$ cat src/rtl/pong_game_controller.sv
// Pong match sequencer: match state, scores, serve timing and direction.
// Optional win-by-two rule with deuce clamp: define PONG_WIN_BY_TWO_EN.
module pong_game_controller #(
    parameter int SCORE_W     = 4,
    parameter int WIN_SCORE   = 7,
    parameter int SERVE_DELAY = 60,
    parameter int POINT_PAUSE = 30
) (
    input  logic               CLOCK_25,
    input  logic               RESET_N,
    input  logic               tick,
    input  logic               start,
    input  logic               miss_1,
    input  logic               miss_2,
    output logic               ball_reload,
    output logic               ball_run,
    output logic               serve_left,
    output logic [SCORE_W-1:0] score_1,
    output logic [SCORE_W-1:0] score_2,
    output logic               game_over,
    output logic               winner,
    output logic [2:0]         state
);

    localparam int SERVE_LD = (SERVE_DELAY < 1) ? 1 : SERVE_DELAY;
    localparam int PAUSE_LD = (POINT_PAUSE < 1) ? 1 : POINT_PAUSE;
    localparam int CNT_MAX  = (SERVE_LD > PAUSE_LD) ? SERVE_LD : PAUSE_LD;
    localparam int CNT_W    = $clog2(CNT_MAX + 1);

    localparam logic [CNT_W-1:0]   SERVE_CNT = CNT_W'(SERVE_LD);
    localparam logic [CNT_W-1:0]   PAUSE_CNT = CNT_W'(PAUSE_LD);
    localparam logic [CNT_W-1:0]   CNT_ONE   = CNT_W'(1);
    localparam logic [SCORE_W-1:0] WIN       = SCORE_W'(WIN_SCORE);

    typedef enum logic [2:0] {
        IDLE      = 3'd0,
        SERVE     = 3'd1,
        PLAY      = 3'd2,
        POINT     = 3'd3,
        GAME_OVER = 3'd4
    } state_t;

    state_t             st;
    logic [CNT_W-1:0]   cnt;
    logic               start_q;
    logic               start_edge;
    logic [SCORE_W-1:0] inc_1;
    logic [SCORE_W-1:0] inc_2;
    logic [SCORE_W-1:0] nxt_1;
    logic [SCORE_W-1:0] nxt_2;
    logic               win_1;
    logic               win_2;

    assign state      = st;
    assign start_edge = start & ~start_q;

    // A simultaneous double miss is a replay: neither score moves.
    always_comb begin
        inc_1 = score_1 + {{(SCORE_W-1){1'b0}}, miss_2 & ~miss_1};
        inc_2 = score_2 + {{(SCORE_W-1){1'b0}}, miss_1 & ~miss_2};
        nxt_1 = inc_1;
        nxt_2 = inc_2;
`ifdef PONG_WIN_BY_TWO_EN
        if (inc_1 == inc_2 && inc_1 >= SCORE_W'(WIN_SCORE - 1)) begin
            nxt_1 = SCORE_W'(WIN_SCORE - 1);
            nxt_2 = SCORE_W'(WIN_SCORE - 1);
        end
        win_1 = (score_1 >= WIN) &&
                ({1'b0, score_1} >= {1'b0, score_2} + (SCORE_W+1)'(2));
        win_2 = (score_2 >= WIN) &&
                ({1'b0, score_2} >= {1'b0, score_1} + (SCORE_W+1)'(2));
`else
        win_1 = (score_1 == WIN);
        win_2 = (score_2 == WIN);
`endif
    end

    always_ff @(posedge CLOCK_25 or negedge RESET_N) begin
        if (!RESET_N) begin
            st          <= IDLE;
            cnt         <= '0;
            start_q     <= 1'b0;
            score_1     <= '0;
            score_2     <= '0;
            ball_reload <= 1'b0;
            ball_run    <= 1'b0;
            serve_left  <= 1'b0;
            game_over   <= 1'b0;
            winner      <= 1'b0;
        end else begin
            start_q     <= start;
            ball_reload <= 1'b0;
            unique case (st)
                IDLE: begin
                    if (start_edge) begin
                        score_1     <= '0;
                        score_2     <= '0;
                        ball_reload <= 1'b1;
                        cnt         <= SERVE_CNT;
                        st          <= SERVE;
                    end
                end
                SERVE: begin
                    ball_run <= 1'b0;
                    if (tick) begin
                        cnt <= cnt - CNT_ONE;
                        if (cnt <= CNT_ONE) begin
                            cnt      <= '0;
                            ball_run <= 1'b1;
                            st       <= PLAY;
                        end
                    end
                end
                PLAY: begin
                    if (miss_1 || miss_2) begin
                        score_1  <= nxt_1;
                        score_2  <= nxt_2;
                        if (miss_1 ^ miss_2)
                            serve_left <= miss_1;
                        ball_run <= 1'b0;
                        cnt      <= PAUSE_CNT;
                        st       <= POINT;
                    end
                end
                POINT: begin
                    if (tick) begin
                        cnt <= cnt - CNT_ONE;
                        if (cnt <= CNT_ONE) begin
                            if (win_1 || win_2) begin
                                cnt       <= '0;
                                game_over <= 1'b1;
                                winner    <= win_2;
                                st        <= GAME_OVER;
                            end else begin
                                ball_reload <= 1'b1;
                                cnt         <= SERVE_CNT;
                                st          <= SERVE;
                            end
                        end
                    end
                end
                GAME_OVER: begin
                    ball_run <= 1'b0;
                    if (start_edge) begin
                        score_1     <= '0;
                        score_2     <= '0;
                        game_over   <= 1'b0;
                        ball_reload <= 1'b1;
                        cnt         <= SERVE_CNT;
                        st          <= SERVE;
                    end
                end
                default: st <= IDLE;
            endcase
        end
    end

endmodule
$ cat config.mk
export PLATFORM = sky130hd
export DESIGN_NAME = pong_game_controller
export DESIGN_NICKNAME = d
export VERILOG_FILES = /design/src/rtl/pong_game_controller.sv
export SDC_FILE = /design/constraint.sdc
export NUM_CORES = 1
export LEC_CHECK = 0
export CORE_MARGIN = 10
export CORE_UTILIZATION = 52
export CTS_CLUSTER_DIAMETER = 40
export DETAILED_ROUTE_END_ITERATION = 7
export HOLD_SLACK_MARGIN = 0.1
export PLACE_DENSITY = 0.76
export SETUP_SLACK_MARGIN = 0.4
export SYNTH_ARGS = -nofsm -noshare
export SYNTH_HDL_FRONTEND = slang
export SYNTH_SLANG_ARGS = --single-unit
$ cat constraint.sdc
create_clock -name CLOCK_25 -period 1.96 [get_ports CLOCK_25]
set_input_delay 0.392 -clock CLOCK_25 [delete_from_list [all_inputs] [get_ports CLOCK_25]]
set_output_delay 0.392 -clock CLOCK_25 [all_outputs]
set_load 0.1 [all_outputs]
### Word-level counts from Yosys, hierarchy flattened

Cells that the tools add are included.

| word-level totals | value |
|---|---|
| register bits | 23 |
| output and inout bits | 16 |
| logic and storage cells | 85 |

| operators by class | value |
|---|---|
| $add $sub $neg | 3 |
| order comparisons | 1 |
| equal/unequal tests | 14 |
| mux-type cells | 35 |
| bitwise operators | 7 |
| reduce and logical (&&, ||, !) cells | 15 |

Operators with widths:

| cell | count |
|---|---|
| 6-bit two-way mux | 7 |
| 6-bit case mux with 4 select lines | 1 |
| 3-bit two-way mux | 7 |
| 4-bit case mux with 2 select lines | 2 |
| 2-bit != test, second input constant | 7 |
| 4-bit two-way mux | 3 |
| 3-bit case mux with 4 select lines | 1 |
| 1-bit two-way mux | 11 |
| 5-bit AND reduction | 2 |
| 4-bit by 1-bit adder with 4-bit output | 2 |
| 4-bit by 3-bit equality test with 1-bit output, second input constant | 2 |
| 3-bit by 2-bit equality test with 1-bit output, second input constant | 2 |
| 6-bit by 1-bit less-or-equal comparator with 1-bit output, second input constant | 1 |
| 3-bit AND reduction | 2 |
| 6-bit AND reduction | 1 |
| 6-bit by 1-bit subtractor with 6-bit output, second input constant | 1 |
| 1-bit case mux with 2 select lines | 2 |
| 4-bit AND reduction | 1 |
| 2-bit nonzero test | 2 |
| 4-bit nonzero test | 1 |
| 1-bit AND | 3 |
| 3-bit by 1-bit equality test with 1-bit output, second input constant | 1 |
| 3-bit equality test, second input constant | 1 |
| 3-bit zero test | 1 |
| 8 further kinds | 11 |

### Longest topological paths before layout

| depth | value |
|---|---|
| depth in word-level cells | 6 |
| depth in mapped cells | 8 |
| mapped depth without buffers | 7 |

### Least setup slack after synthesis

Ideal clock, no wire load.

| timing | value |
|---|---|
| path kind | register to register |
| start | register st[2] (netlist: state[2]) |
| end | register cnt[0] |
| setup time | 0.131 ns |
| arrival | 2.045 ns |
| required time | 1.829 ns |
| path slack | -0.217 ns |
| cell stages (with the launch flop) | 7 |
| path buffers | 1 |
| period minus slack after synthesis | 2.177 ns |
| path through | dfrtp_1 buf_2 and2b_4 and2_2 nand2b_2 o2111ai_1 o21ai_0 |

| on the way | value |
|---|---|
| cells in the longest elaborated chain, start to end | 4 |
| elaborated cells between the ends (all ways) | 13 |
| classes of those cells | eq/ne (8); mux (1); reduce/logical (4) |

RTL lines:

| element | line | source |
|---|---|---|
| start, declared | 43 | `state_t st;` |
| start signal, assigned | 80 | `st <= IDLE;` |
| start signal, assigned | 100 | `st <= SERVE;` |
| start signal, assigned | 110 | `st <= PLAY;` |
| 3-bit equality test / 3-bit zero test (equally long branches) | 93 | `unique case (st)` |
| 2-bit OR reduction (no line) | - |  |
| 4-bit nonzero test (no line) / 2-bit by 1-bit != test with 1-bit output (equally long branches) | - |  |
| 5-bit AND reduction (no line) | - |  |
| end signal, assigned | 106 | `cnt <= cnt - CNT_ONE;` |
| end signal, assigned | 127 | `cnt <= cnt - CNT_ONE;` |
| end, declared | 44 | `logic [CNT_W-1:0] cnt;` |

Several ways; a longest one is shown, not always the timed one.
A chain may end at the register's enable or synchronous reset.

### Final worst setup path

| timing | value |
|---|---|
| start | register st[2] (netlist: state[2]) |
| end | register score_1[3] |

| on the way | value |
|---|---|
| cells in the longest elaborated chain, start to end | 4 |
| elaborated cells between the ends (all ways) | 9 |
| classes of those cells | eq/ne (4); mux (1); reduce/logical (4) |

RTL lines:

| element | line | source |
|---|---|---|
| 3-bit equality test / 3-bit zero test (equally long branches) | 93 |  |
| 2-bit OR reduction (no line) | - |  |
| 2-bit by 1-bit != test with 1-bit output (no line) / 2-bit nonzero test (equally long branches) | - |  |
| 3-bit AND reduction (no line) | - |  |
| end signal, assigned | 116 | `score_1 <= nxt_1;` |
| end, declared | 18 | `output logic [SCORE_W-1:0] score_1,` |

Several ways; a longest one is shown, not always the timed one.

==> key figures <==
STA
  – Worst-Margin Slew: 341 ps
  – Fin Clk Skew: 4.76 ps
  – Post-route minimum period: 1610 ps
  – Final Max Slew Viols: 0
  – Final worst-path setup slack: 348 ps
  – Tcrit/Tclk final: 0.822
  – Hold Fails Final Rpt: 0
  – RSZ-0062 raised after global routing: yes
  – Final setup viols: 0
  – FMAX: 0.620 GHz
  – Max-slew headroom: 0.770

Pwr
  – Pleak: 0.961 nW
  – Sw Ratio: 0.432
  – Internal power: 1.18 mW
  – Net Switching: 0.897 mW
  – Clock power frac: 0.111
  – Sequential share of power: 0.336
  – VDD IR max: 0.936 mV
  – Power density over cell area: 1010 mW/mm²
  – Logic gate share of total power: 0.553

Clock tree
  – CTS buffer count: 3
  – Clock-pin slew on the worst setup and hold paths: 130 ps
  – CTS tree: done
  – Cts hold-fix bufs: 0
  – CTS Sinks: 23
  – Clock Tree Buf Depth: 2
  – Clk_lat worst skew: 320 ps
  – CTS Root Cell: clkbuf_4
  – H-tree Lvls: 1

Setup path
  – Worst setup path startpoint: state[2]
  – WP data arrival: 1870 ps
  – Worst r2r src: state[2]
  – CP Max Fanout: 8
  – Crit path launch type: register
  – CP max stage delay: 580 ps
  – Slowest-stage cell, CP: dfrtp_4
  – Worst Path Required: 2220 ps
  – Type of the worst setup path: reg -> reg
  – Critical Path End Type: register
  – Critical-path cell list: nor4b_4, or2_4, nand4_1, xor2_1, nor2_1

Place
  – Gpl congestion: 0.890
  – Post-placement cell count: 198
  – Pre-CTS setup slack: -197 ps
  – Port Buffers: 21
  – Dpl hpwl: 2590 µm

Floorplan
  – FP Rows: 18
  – I/O pin cnt: 22
  – Width of the die: 71.1 µm
  – Die area: 0.00505 mm²
  – Initial core utilization: 0.547
  – Core area: 0.00248 mm²
  – Die height: 71.1 µm

Synthesis
  – Top-area cell type share of the netlist area: 0.424
  – Ys Warns: 0
  – Cell taking the most area after synthesis: dfrtp_1
  – Post-synth EDFFs: 0
  – Synth unique cells: 38
  – Cells after Synth: 140
  – Avg Cell Area, Syn: 9.69 µm²
  – Synthesized net count: 155
  – Post-synthesis sequential area ratio: 0.424
  – Ys async rst share: 1.00
  – Yosys reg bits: 23
  – Synth Flop Type: dfrtp_1
  – Top cells by area in the synthesized netlist: dfrtp_1, ha_1, xor2_1, nand3_1, o21ai_0
  – Cell area after synthesis: 0.00136 mm²

Outcome
  – Status: complete, no violations

GRT
  – Total track usage: 0.158
  – Global-route wire length before repair: 6590 µm
  – Number of global-route vias before repair: 1,366
  – Largest net degree at the start of global routing: 24
  – Grt ovf: 0
  – Antenna violations before repair: 0

Routing
  – M1 WL: 1640 µm
  – Final WL: 4230 µm
  – Remaining routing DRC violations: 0
  – DR vias/cell: 5.93
  – Uppermost layer routed: met4
  – DR iter-0 viols: 122
  – WL per Instance: 18.6 µm
  – Antenna-violating nets left: 0
  – WL met3: 257 µm
  – Vias: 1,347
  – Drt first pass iters: 4
  – Metal2 WL: 2170 µm

Layout
  – Post-Route Utilization: 0.831
  – FF+latch area: 597 µm²
  – Most common cell after layout, fill and taps aside: buf_4
  – FILL cells: 132
  – Ant. Diodes: 0
  – Share of layout cells above drive strength 1: 0.503
  – Syn-to-layout area delta: 51.8%
  – Nets@finish: 213
  – Non-Filler Instances: 227
  – Area of the multi-input gates: 825 µm²
  – Most frequent cells in the layout: buf_4, nand2_1, dfrtp_1

Flow run
  – Number of max-cap violations: 0

Worst hold path
  – Hold Path Class: in -> async
[kinds of logic after synthesis]
family,count (synthesis),share of synthesized area
AOI/OAI and AO/OA,29,0.131
xor gates and xnor gates,6,0.0387
adders and majority gates,9,0.0830
buffers and inverters,14,0.0489
DFF,23,0.424
muxes,2,0.0157
and+or+nand+nor,57,0.258
[flip-flops by register name (all words and copies together) (netlist names)]
name,count
ball_reload,1
ball_run,1
cnt,6
game_over,1
score_1,4
score_2,4
serve_left,1
start_q,1
state,3
winner,1
[timing repair]
| action | in CTS | in global routing |
|---|---|---|
| pin swaps | 12 | 13 |
| endpoints found under the hold margin | 0 | 0 |
| cloned | 0 | 0 |
| setup buffers | 19 | 6 |
| endpoints found under the setup margin | 21 | 18 |
| gates resized for setup | 18 | 12 |
[synthesized netlist by cell type, types with 2 or more instances]
master,number
dfrtp_1,23
nand2_1,13
nand3_1,10
nor2_1,10
o21ai_0,10
a21oi_1,9
ha_1,9
inv_1,9
xor2_1,6
or2_2,5
nand4_1,3
and2_1,2
buf_2,2
nand4b_1,2
nor3b_1,2
nor4b_4,2
o22ai_1,2
[metal layers]
metal  vias to the layer above  GRT usage
met5                         -          0
met4                         0     0.0688
met3                        15     0.0363
met2                        62      0.283
met1                       669      0.172
li1                        601          -
[per-stage QoR]
stage	TNS (ps)	cell area [µm²]	hold WS, ps	power [mW]
finish	0	2060	413	2.08
global route	0	2060	443	2.19
CTS	0	1950	435	1.93
detailed placement	-1490	1710	488	1.47
global placement	-686	1710	468	1.44
floorplan	0	1410	96.4	1.26
[power by group through the flow]
stage               registers, mW  clock network [mW]  logic (mW)
global placement            0.711                   0       0.731
floorplan                   0.854                   0       0.402
finish                      0.697               0.230        1.15
CTS                         0.692               0.226        1.01
global route                0.709               0.253        1.23
detailed placement          0.715                   0       0.751
[cell type report]
cell class | instances | share of cell area
timing repair buffer | 58 | 0.262
inverter | 9 | 0.0164
clock buffer | 4 | 0.0128
tap | 30 | 0.0182
sequential | 23 | 0.290
multi-input combinational | 103 | 0.401
[final timing paths]
kind	endpoint	slack (ps)	cells after the start
worst max register to register	score_1[3]	350	5
max in group asynchronous	state[1]	1290	2
worst min register to register	game_over	510	2
worst min-delay path	state[2]	410	2
worst max-delay path	score_1[3]	350	5
min in group CLOCK_25	game_over	510	2
[worst max-delay path: cells and delay by family (launching register included)]
kind / cells / cell delay [ps]
AND/OR/NAND/NOR: 4 / 800
flip-flops: 1 / 580
XOR/XNOR: 1 / 160
Note: power is estimated with default switching activity, not from simulation.
